[src/rtl/shift_sequencer.sv]
// ---------------------------------------------------------------------------
// shift_sequencer
//
// Multi-cycle barrel shifter. An operation is accepted in IDLE, then
// processed one binary stage per clock (shift/rotate by 1, 2, 4 and 8 bits
// as selected by amt). The result is presented in DONE until the consumer
// takes it. Latency is fixed at four SHIFT cycles whatever amt is.
//
// Ports
//   clk        single clock, rising-edge active
//   rst        asynchronous active-high reset
//   in_valid   requester presents an operation
//   in_ready   sequencer can accept (high only in IDLE)
//   data       operand, WIDTH bits
//   amt        shift amount in bits, AMT_W bits (0..WIDTH-1)
//   dir        0 = left, 1 = right
//   rot        0 = logical (zero fill), 1 = rotate
//   out_valid  q holds a valid result (high only in DONE)
//   out_ready  consumer accepts the result
//   q          registered result
//   busy       high in SHIFT or DONE (complement of in_ready)
//
// Only WIDTH = 16 with AMT_W = 4 is supported.
// ---------------------------------------------------------------------------
module shift_sequencer #(
    parameter int WIDTH = 16,
    parameter int AMT_W = 4
) (
    input  logic             clk,
    input  logic             rst,
    input  logic             in_valid,
    output logic             in_ready,
    input  logic [WIDTH-1:0] data,
    input  logic [AMT_W-1:0] amt,
    input  logic             dir,
    input  logic             rot,
    output logic             out_valid,
    input  logic             out_ready,
    output logic [WIDTH-1:0] q,
    output logic             busy
);

    typedef enum logic [1:0] {
        IDLE  = 2'd0,
        SHIFT = 2'd1,
        DONE  = 2'd2
    } state_t;

    // One stage per bit of amt, so the stage counter needs log2(AMT_W) bits.
    localparam int STAGE_W = 2;
    localparam logic [STAGE_W-1:0] LAST_STAGE = STAGE_W'(AMT_W - 1);

    state_t               state_q, state_d;
    logic [WIDTH-1:0]     work_q,  work_d;
    logic [WIDTH-1:0]     q_q,     q_d;
    logic [STAGE_W-1:0]   stage_q, stage_d;
    logic [AMT_W-1:0]     amt_q,   amt_d;
    logic                 dir_q,   dir_d;
    logic                 rot_q,   rot_d;

    // Result of applying each stage's fixed shift (2^k) to the current work
    // value. The constant shift distances let each candidate be plain wiring;
    // the FSM then picks the one belonging to the current stage.
    logic [WIDTH-1:0]     stage_res [AMT_W];
    logic [WIDTH-1:0]     stage_out;

    for (genvar k = 0; k < AMT_W; k++) begin : g_stage
        localparam int S = 1 << k;
        logic [WIDTH-1:0] left_v;
        logic [WIDTH-1:0] right_v;

        // Vacated positions take either zeros or the bits pushed out at the
        // far end, depending on rot.
        always_comb begin
            left_v  = {work_q[WIDTH-1-S:0],
                       rot_q ? work_q[WIDTH-1:WIDTH-S] : {S{1'b0}}};
            right_v = {rot_q ? work_q[S-1:0] : {S{1'b0}},
                       work_q[WIDTH-1:S]};
        end

        assign stage_res[k] = dir_q ? right_v : left_v;
    end

    // A stage whose amt bit is clear still burns its clock but holds work,
    // which is what keeps the latency independent of amt.
    always_comb begin
        stage_out = work_q;
        if (amt_q[stage_q]) begin
            stage_out = stage_res[stage_q];
        end
    end

    // Next-state and datapath update. Captured fields only change on the
    // accept edge; q only changes on the edge that finishes the last stage,
    // so it stays put throughout DONE and afterwards.
    always_comb begin
        state_d = state_q;
        work_d  = work_q;
        q_d     = q_q;
        stage_d = stage_q;
        amt_d   = amt_q;
        dir_d   = dir_q;
        rot_d   = rot_q;

        unique case (state_q)
            IDLE: begin
                if (in_valid) begin
                    work_d  = data;
                    amt_d   = amt;
                    dir_d   = dir;
                    rot_d   = rot;
                    stage_d = '0;
                    state_d = SHIFT;
                end
            end
            SHIFT: begin
                work_d = stage_out;
                if (stage_q == LAST_STAGE) begin
                    // Counter parks on the last stage instead of wrapping.
                    q_d     = stage_out;
                    state_d = DONE;
                end else begin
                    stage_d = stage_q + STAGE_W'(1);
                end
            end
            DONE: begin
                if (out_ready) begin
                    state_d = IDLE;
                end
            end
            default: begin
                state_d = IDLE;
            end
        endcase
    end

    // State register; reset aborts any operation in flight and clears all
    // datapath state.
    always_ff @(posedge clk or posedge rst) begin
        if (rst) begin
            state_q <= IDLE;
            work_q  <= '0;
            q_q     <= '0;
            stage_q <= '0;
            amt_q   <= '0;
            dir_q   <= 1'b0;
            rot_q   <= 1'b0;
        end else begin
            state_q <= state_d;
            work_q  <= work_d;
            q_q     <= q_d;
            stage_q <= stage_d;
            amt_q   <= amt_d;
            dir_q   <= dir_d;
            rot_q   <= rot_d;
        end
    end

    // Handshake outputs are decoded from the state register only.
    assign in_ready  = (state_q == IDLE);
    assign busy      = ~in_ready;
    assign out_valid = (state_q == DONE);
    assign q         = q_q;

endmodule

[config.mk]
export PLATFORM = sky130hd
export DESIGN_NAME = shift_sequencer
export DESIGN_NICKNAME = d
export VERILOG_FILES = /design/src/rtl/shift_sequencer.sv
export SDC_FILE = /design/constraint.sdc
export NUM_CORES = 1
export LEC_CHECK = 0
export CAP_MARGIN = 20
export CORE_ASPECT_RATIO = 1.1
export CORE_UTILIZATION = 53
export CTS_BUF_LIST = sky130_fd_sc_hd__clkbuf_8
export CTS_CLUSTER_DIAMETER = 50
export DETAILED_ROUTE_END_ITERATION = 16
export PLACE_DENSITY = 0.79
export SYNTH_ARGS = -nofsm -noshare
export SYNTH_HDL_FRONTEND = slang
export SYNTH_SLANG_ARGS = --single-unit
[constraint.sdc]
create_clock -name clk -period 2.15 [get_ports clk]
set_clock_uncertainty 0.2 [all_clocks]
set_input_delay 0.43 -clock clk [delete_from_list [all_inputs] [get_ports clk]]
set_output_delay 0.43 -clock clk [all_outputs]
set_load 0.005 [all_outputs]
==> flow_summary.toml, run 1 <==
[layout]
layout_commonest_cell = "nand2_1"
final_cell_mix = "nand2_1, clkdlybuf4s50_1, dfrtp_1"
drive_above_1_share_pct = 20.5
syn_to_final_growth_pct = 29.9
diodes = 0
finish.instance_area_mm2 = 0.00375
final_nets = 416

[sta]
finalSetupTns_ns = 0
setup_slack_ns = 0.0724
min_period_ns = 2.08
finalHoldViolCount = 0
rsz0062_at_grt = "yes"
setup_violations = 0
worst_slew_pin_slew_ns = 0.457
period_share_pct = 96.6
fmax_ghz = 0.481
relSlewSlack_pct = 69.5
finalMaxSlewViolations = 0

[run]
maxCapViolCount = 0

[power]
swShare_pct = 45.4
clkPwrFrac_pct = 7.9
p_per_area_mw_per_mm2 = 1850
pwr-share-comb_pct = 67.7
p_int_w = 0.00379
peakVddDrop_uv = 1020
p_sw_w = 0.00316
p_leak_nw = 1.59
total_power_w = 0.00695
p_seq_share_pct = 24.4

[logic_synthesis]
synthTopCellsByArea = "dfrtp_1, mux4_2, o21ai_0, nand2_1, nor2_1"
synth_edf_count = 0
synth_fa_ha_area_share_pct = 0.433
synth_compound_gate_area_share_pct = 26.9
yosysTopAreaCell = "dfrtp_1"
ys_types = 51
ys_ff_latch = 42
syn-cell-area_mm2 = 0.00289
ys_seq_area_share_pct = 36.4
synthSimpleGateAreaFrac_pct = 16.8
synth_xor_area_share_pct = 0
syn_nets = 352
synth_top_family_by_area = "compound AO/OA/AOI/OAI gates"
synthArstFlopShare_pct = 100
synthMuxAreaShare_pct = 12.8
yosysTopAreaCellShare_pct = 36.4
syn_inst = 325
yosysWarnings = 0
synth.avg_cell_area_um2 = 8.89
synth-main-ff-cell = "dfrtp_1"

[global_route]
antenna_found_initial = 0
grt_max_degree = 43
grt_pass1_vias = 2722
track_usage_pct = 32.7
grt_pass1_wl_um = 14100
grt.overflow.total = 0

[detailed_routing]
first_pass_iters = 6
drt_iter0_drc = 335
route.vias.total = 2928
routed_wl_um = 8760
drc = 0
ant_nets = 0
vias_per_cell = 6.34
wl_per_cell_um = 19.0

[worst_setup_path]
path_buf_inv = 2
crit_slowest_cell = "clkdlybuf4s50_1"
path_max_fanout = 4
cp_cell_sequence = "nand2b_4 > inv_1 > clkdlybuf4s50_1"
slowest_delay_ns = 0.50
critPathLaunchType = "flop"
critPathArrivalTime_ns = 1.45
required_ns = 1.52
critical-path-top-delay-family = "buffers and inverters"
crit_path_end_kind = "primary output"
crit_type = "flop to primary output"

[clock_network]
worstSkewPairLatency_ns = 0.31
cts_tree = "done"
postCtsHoldBufs = 0
cts_root_buffer = "clkbuf_8"
cts_max_level = 2
clkSinkCount = 42
clk_pin_slew_ns = 0.09
cts_buffers = 5
cts_buffer_depth = 2

[floorplan]
pin_count = 45
rows = 27
fp.dieH_um = 79.4
die_w_um = 72.4
core_region_area_mm2 = 0.00513
initial_core_util_pct = 56.2
die_area_mm2 = 0.00575

[place]
place_congestion = 0.945
placed_cell_area_mm2 = 0.00359
dp_slack_ns = -0.0338
dpl.hpwl_um = 5990
io_buffers = 44

[worst_hold_path]
min_path_type = "primary input to async pin"

[outcome]
status = "complete, no violations"
[final cells by class]
type | count | area [um2]
clock buffers | 6 | 82.6
clock inverters | 2 | 12.5
fillers | 414 | 1380
inverters | 9 | 33.8
multi-input cells | 246 | 1660
flip-flops and latches | 42 | 1050
well taps | 72 | 90.1
repair buffers | 85 | 820
[kinds of logic (layout without fill, tap and decap cells)]
logic type / count (synthesis) / count (layout)
flip-flops: 42 / 42
buffers and inverters: 37 / 102
AND/OR/NAND/NOR: 105 / 105
multiplexers: 21 / 21
AO/OA/AOI/OAI: 119 / 119
adder cells (fa/ha/maj): 1 / 1
[routing by layer]
metal | global-route usage [%] | vias to the layer above | share of wire [%]
met3 | 6.44 | 43 | 9.7
met2 | 48.3 | 189 | 44
li1 | - | 1323 | -
met1 | 46.8 | 1373 | 41
met4 | 13.5 | 0 | 4.3
met5 | 0 | - | 0
[synthesized netlist by cell type, types with 2 or more instances]
master,count
nand2_1,47
dfrtp_1,42
o21ai_0,37
nor2_1,23
a21oi_1,16
nand2b_1,13
o22ai_1,13
clkbuf_1,12
mux4_2,12
nor2b_1,10
inv_1,9
a22oi_1,8
buf_2,8
mux2i_1,5
o221ai_1,5
a21o_1,4
a311oi_1,4
buf_4,4
buf_6,4
nand3_1,4
o21ai_1,4
a221oi_1,3
mux2_2,3
o31ai_1,3
a21boi_0,2
a31oi_1,2
nor3_1,2
o211ai_1,2
or2_2,2
[worst paths after layout]
kind | depth (start not counted) | slack (ns) | to | from
max in group asynchronous | 3 | 1.24 | dir_q | rst
min in group clk | 1 | 0.28 | q[8] | q[8]
max | 3 | 0.07 | out_valid | state_q[0]
min reg2reg | 1 | 0.28 | q[8] | q[8]
max reg2reg | 5 | 0.08 | work_q[12] | stage_q[0]
min | 3 | 0.27 | q[6] | rst
[metrics by stage]
step           util (%)  hold slack (ns)  cells
2_1_floorplan         -            0.245    325
3_3_place_gp       70.0            0.260    451
3_5_place_dp       70.0            0.265    451
4_1_cts            71.9            0.283    459
5_1_grt            73.1            0.293    462
6_report           73.1            0.274    462
[power by group through the flow]
| stage | logic (W) | registers, W | clock network, W |
|---|---|---|---|
| 6_report | 0.00470 | 0.00170 | 0.000551 |
| 5_1_grt | 0.00511 | 0.00174 | 0.000588 |
| 3_3_place_gp | 0.00441 | 0.00167 | 0 |
| 4_1_cts | 0.00450 | 0.00167 | 0.000558 |
| 2_1_floorplan | 0.00292 | 0.00153 | 0 |
| 3_5_place_dp | 0.00448 | 0.00168 | 0 |
[state kept, by name (all words and copies together) (netlist names)]
signal / cells
amt_q: 4
dir_q: 1
q: 16
rot_q: 1
stage_q: 2
state_q: 2
work_q: 16
[tightest hold or removal path: stages]
cell,delay (ns)
clkdlybuf4s50_1,0.39
inv_1,0.09
buf_12,0.25
[repair_timing]
item | 4_1_cts | 5_1_grt
setup endpoints to repair | 1 | 29
gates cloned | 0 | 1
setup buffers | 0 | 2
gates resized for setup | 1 | 7
No activity file was read; power rests on OpenSTA's default activity.
==> run 2, diff against run 1 <==
Settings changed: CAP_MARGIN 20 to 30, CORE_MARGIN set to 2.
==> run 2 against run 1 <==
  * Critical path depth down 1
  * Sequential share of layout area up 0.56 points
  * Via count down 2.5%
  * Clock power down 11%
  * Largest power group unchanged
  * Fmax up 0.15%
  * Utilization down 4.2 points
  * Non-clock buffer count down 7
  * Register-to-register slack better by 0.03 ns
  * Die area up 5.4%
  * Routed wire length down 6.4%
  * Sequential cell count unchanged
==> flow_summary.toml, run 2 (same netlist as run 1, synthesis figures left out) <==
[clock_network]
cts_buffers = 5
cts_tree = "done"
worstSkewPairLatency_ns = 0.30
cts_root_buffer = "clkbuf_8"
cts_post_setup_buffers_inserted = 0
cts_max_level = 2
clk_pin_slew_ns = 0.07
clkSinkCount = 42
cts_buffer_depth = 2

[worst_setup_path]
critPathLaunchType = "flop"
critPathArrivalTime_ns = 1.44
cp_cell_sequence = "nor2_1 > clkdlybuf4s50_1"
ff2ff_path_depth = 5
required_ns = 1.52
cp_num_cells = 2
slowest_delay_ns = 0.52
crit_slowest_cell = "clkdlybuf4s50_1"
crit_type = "flop to primary output"
path_max_fanout = 5
path_buf_inv = 1
critical-path-top-delay-family = "buffers and inverters"
crit_path_end_kind = "primary output"

[detailed_routing]
route.vias.total = 2855
vias_per_cell = 6.25
drc = 0
drt_iter0_drc = 370
ant_nets = 0
routed_wl_um = 8200
wl_per_cell_um = 17.9
first_pass_iters = 5

[layout]
diodes = 0
final_cell_mix = "nand2_1, clkdlybuf4s50_1, dfrtp_1"
drive_above_1_share_pct = 18.1
fin_util_pct = 68.9
fin_cells = 457
syn_to_final_growth_pct = 27.0
final_nets = 409
layout_commonest_cell = "nand2_1"

[place]
io_buffers = 44
place_congestion = 1.00
placedCellCount = 450
dp_slack_ns = -0.0441
dpl.hpwl_um = 5950

[floorplan]
initial_core_util_pct = 54.2
die_w_um = 74.4
fp.dieH_um = 81.4
die_area_mm2 = 0.00606
pin_count = 45
core_region_area_mm2 = 0.00533
rows = 28

[global_route]
track_usage_pct = 29.5
grt_pass1_vias = 2636
grt.overflow.total = 0
antenna_found_initial = 0
grt_max_degree = 43
grt_pass1_wl_um = 13600

[run]
maxCapViolCount = 0

[sta]
fmax_ghz = 0.482
period_share_pct = 96.5
finalMaxSlewViolations = 0
setup_violations = 0
relSlewSlack_pct = 66.1
whs_ns = 0.276
worst_slew_pin_slew_ns = 0.509
setup_slack_ns = 0.0756
rsz0062_at_grt = "no"
min_period_ns = 2.07
finalHoldViolCount = 0

[power]
p_int_w = 0.00364
p_leak_nw = 1.55
p_per_area_mw_per_mm2 = 1830
clkPwrFrac_pct = 7.3
peakVddDrop_uv = 1010
p_sw_w = 0.00306
p_seq_share_pct = 25.0
swShare_pct = 45.7
pwr-share-comb_pct = 67.7

[worst_hold_path]
holdPathStages = 2
min_path_type = "flop to flop"

[outcome]
status = "complete, no violations"
[run 2: cell types whose count changed in the layout (fill, tap and decap cells not counted), moves of 2 or more]
cell      before  now
a311oi_1       4    2
dfrtp_1       39   41
buf_4         35   28
a311oi_2       1    3
dfrtp_2        3    1
[run 2: path summary, 6_finish.rpt]
check                      slack, ns         end        from
hold / removal                  0.28    amt_q[0]    amt_q[0]
max in group asynchronous       1.25  stage_q[0]         rst
setup / recovery                0.08    in_ready  state_q[1]
hold reg to reg                 0.28    amt_q[0]    amt_q[0]
min in group asynchronous       0.29       rot_q         rst
setup reg to reg                0.11   work_q[3]       dir_q
[run 2: per-stage QoR]
step | TNS, ns | area, um2 | total power, W
final | 0 | 3670 | 0.00670
after global routing | 0 | 3670 | 0.00717
after CTS | 0 | 3650 | 0.00656
after detailed placement | -0.0798 | 3570 | 0.00606
after global placement | -0.00311 | 3570 | 0.00601
after floorplan | 0 | 2890 | 0.00445
[run 2: worst min-delay path, stage by stage, from the launching register on]
cell and delay [ns]:
dfrtp_1 0.34, nand2_1 0.05, nand2_1 0.05
[run 2: cell type report]
cell class | count | area, um2
Tap cell | 75 | 93.8
Clock inverter | 2 | 10.0
Multi-Input combinational cell | 246 | 1660
Inverter | 9 | 33.8
Timing Repair Buffer | 78 | 753
Sequential cell | 42 | 1050
Fill cell | 450 | 1660
Clock buffer | 5 | 68.8
[run 2: what timing repair did]
item	4_1_cts	5_1_grt
cloned	0	0
hold buffers	0	0
setup endpoints to repair	2	8
gates resized for setup	1	5
pin swaps	0	0
[run 2: layer usage]
metal	routed length [um]	global-route usage, %
met4	153	9.46
met5	0	0
met1	3310	40.8
met2	3860	45.9
met3	874	6.87
[run 2: power groups by stage]
stage,Sequential [W],Combinational (W),Clock [W]
6_report,0.00168,0.00453,0.000489
5_1_grt,0.00173,0.00492,0.000519
4_1_cts,0.00165,0.00441,0.000497
3_5_place_dp,0.00167,0.00439,0
3_3_place_gp,0.00166,0.00435,0
2_1_floorplan,0.00153,0.00292,0
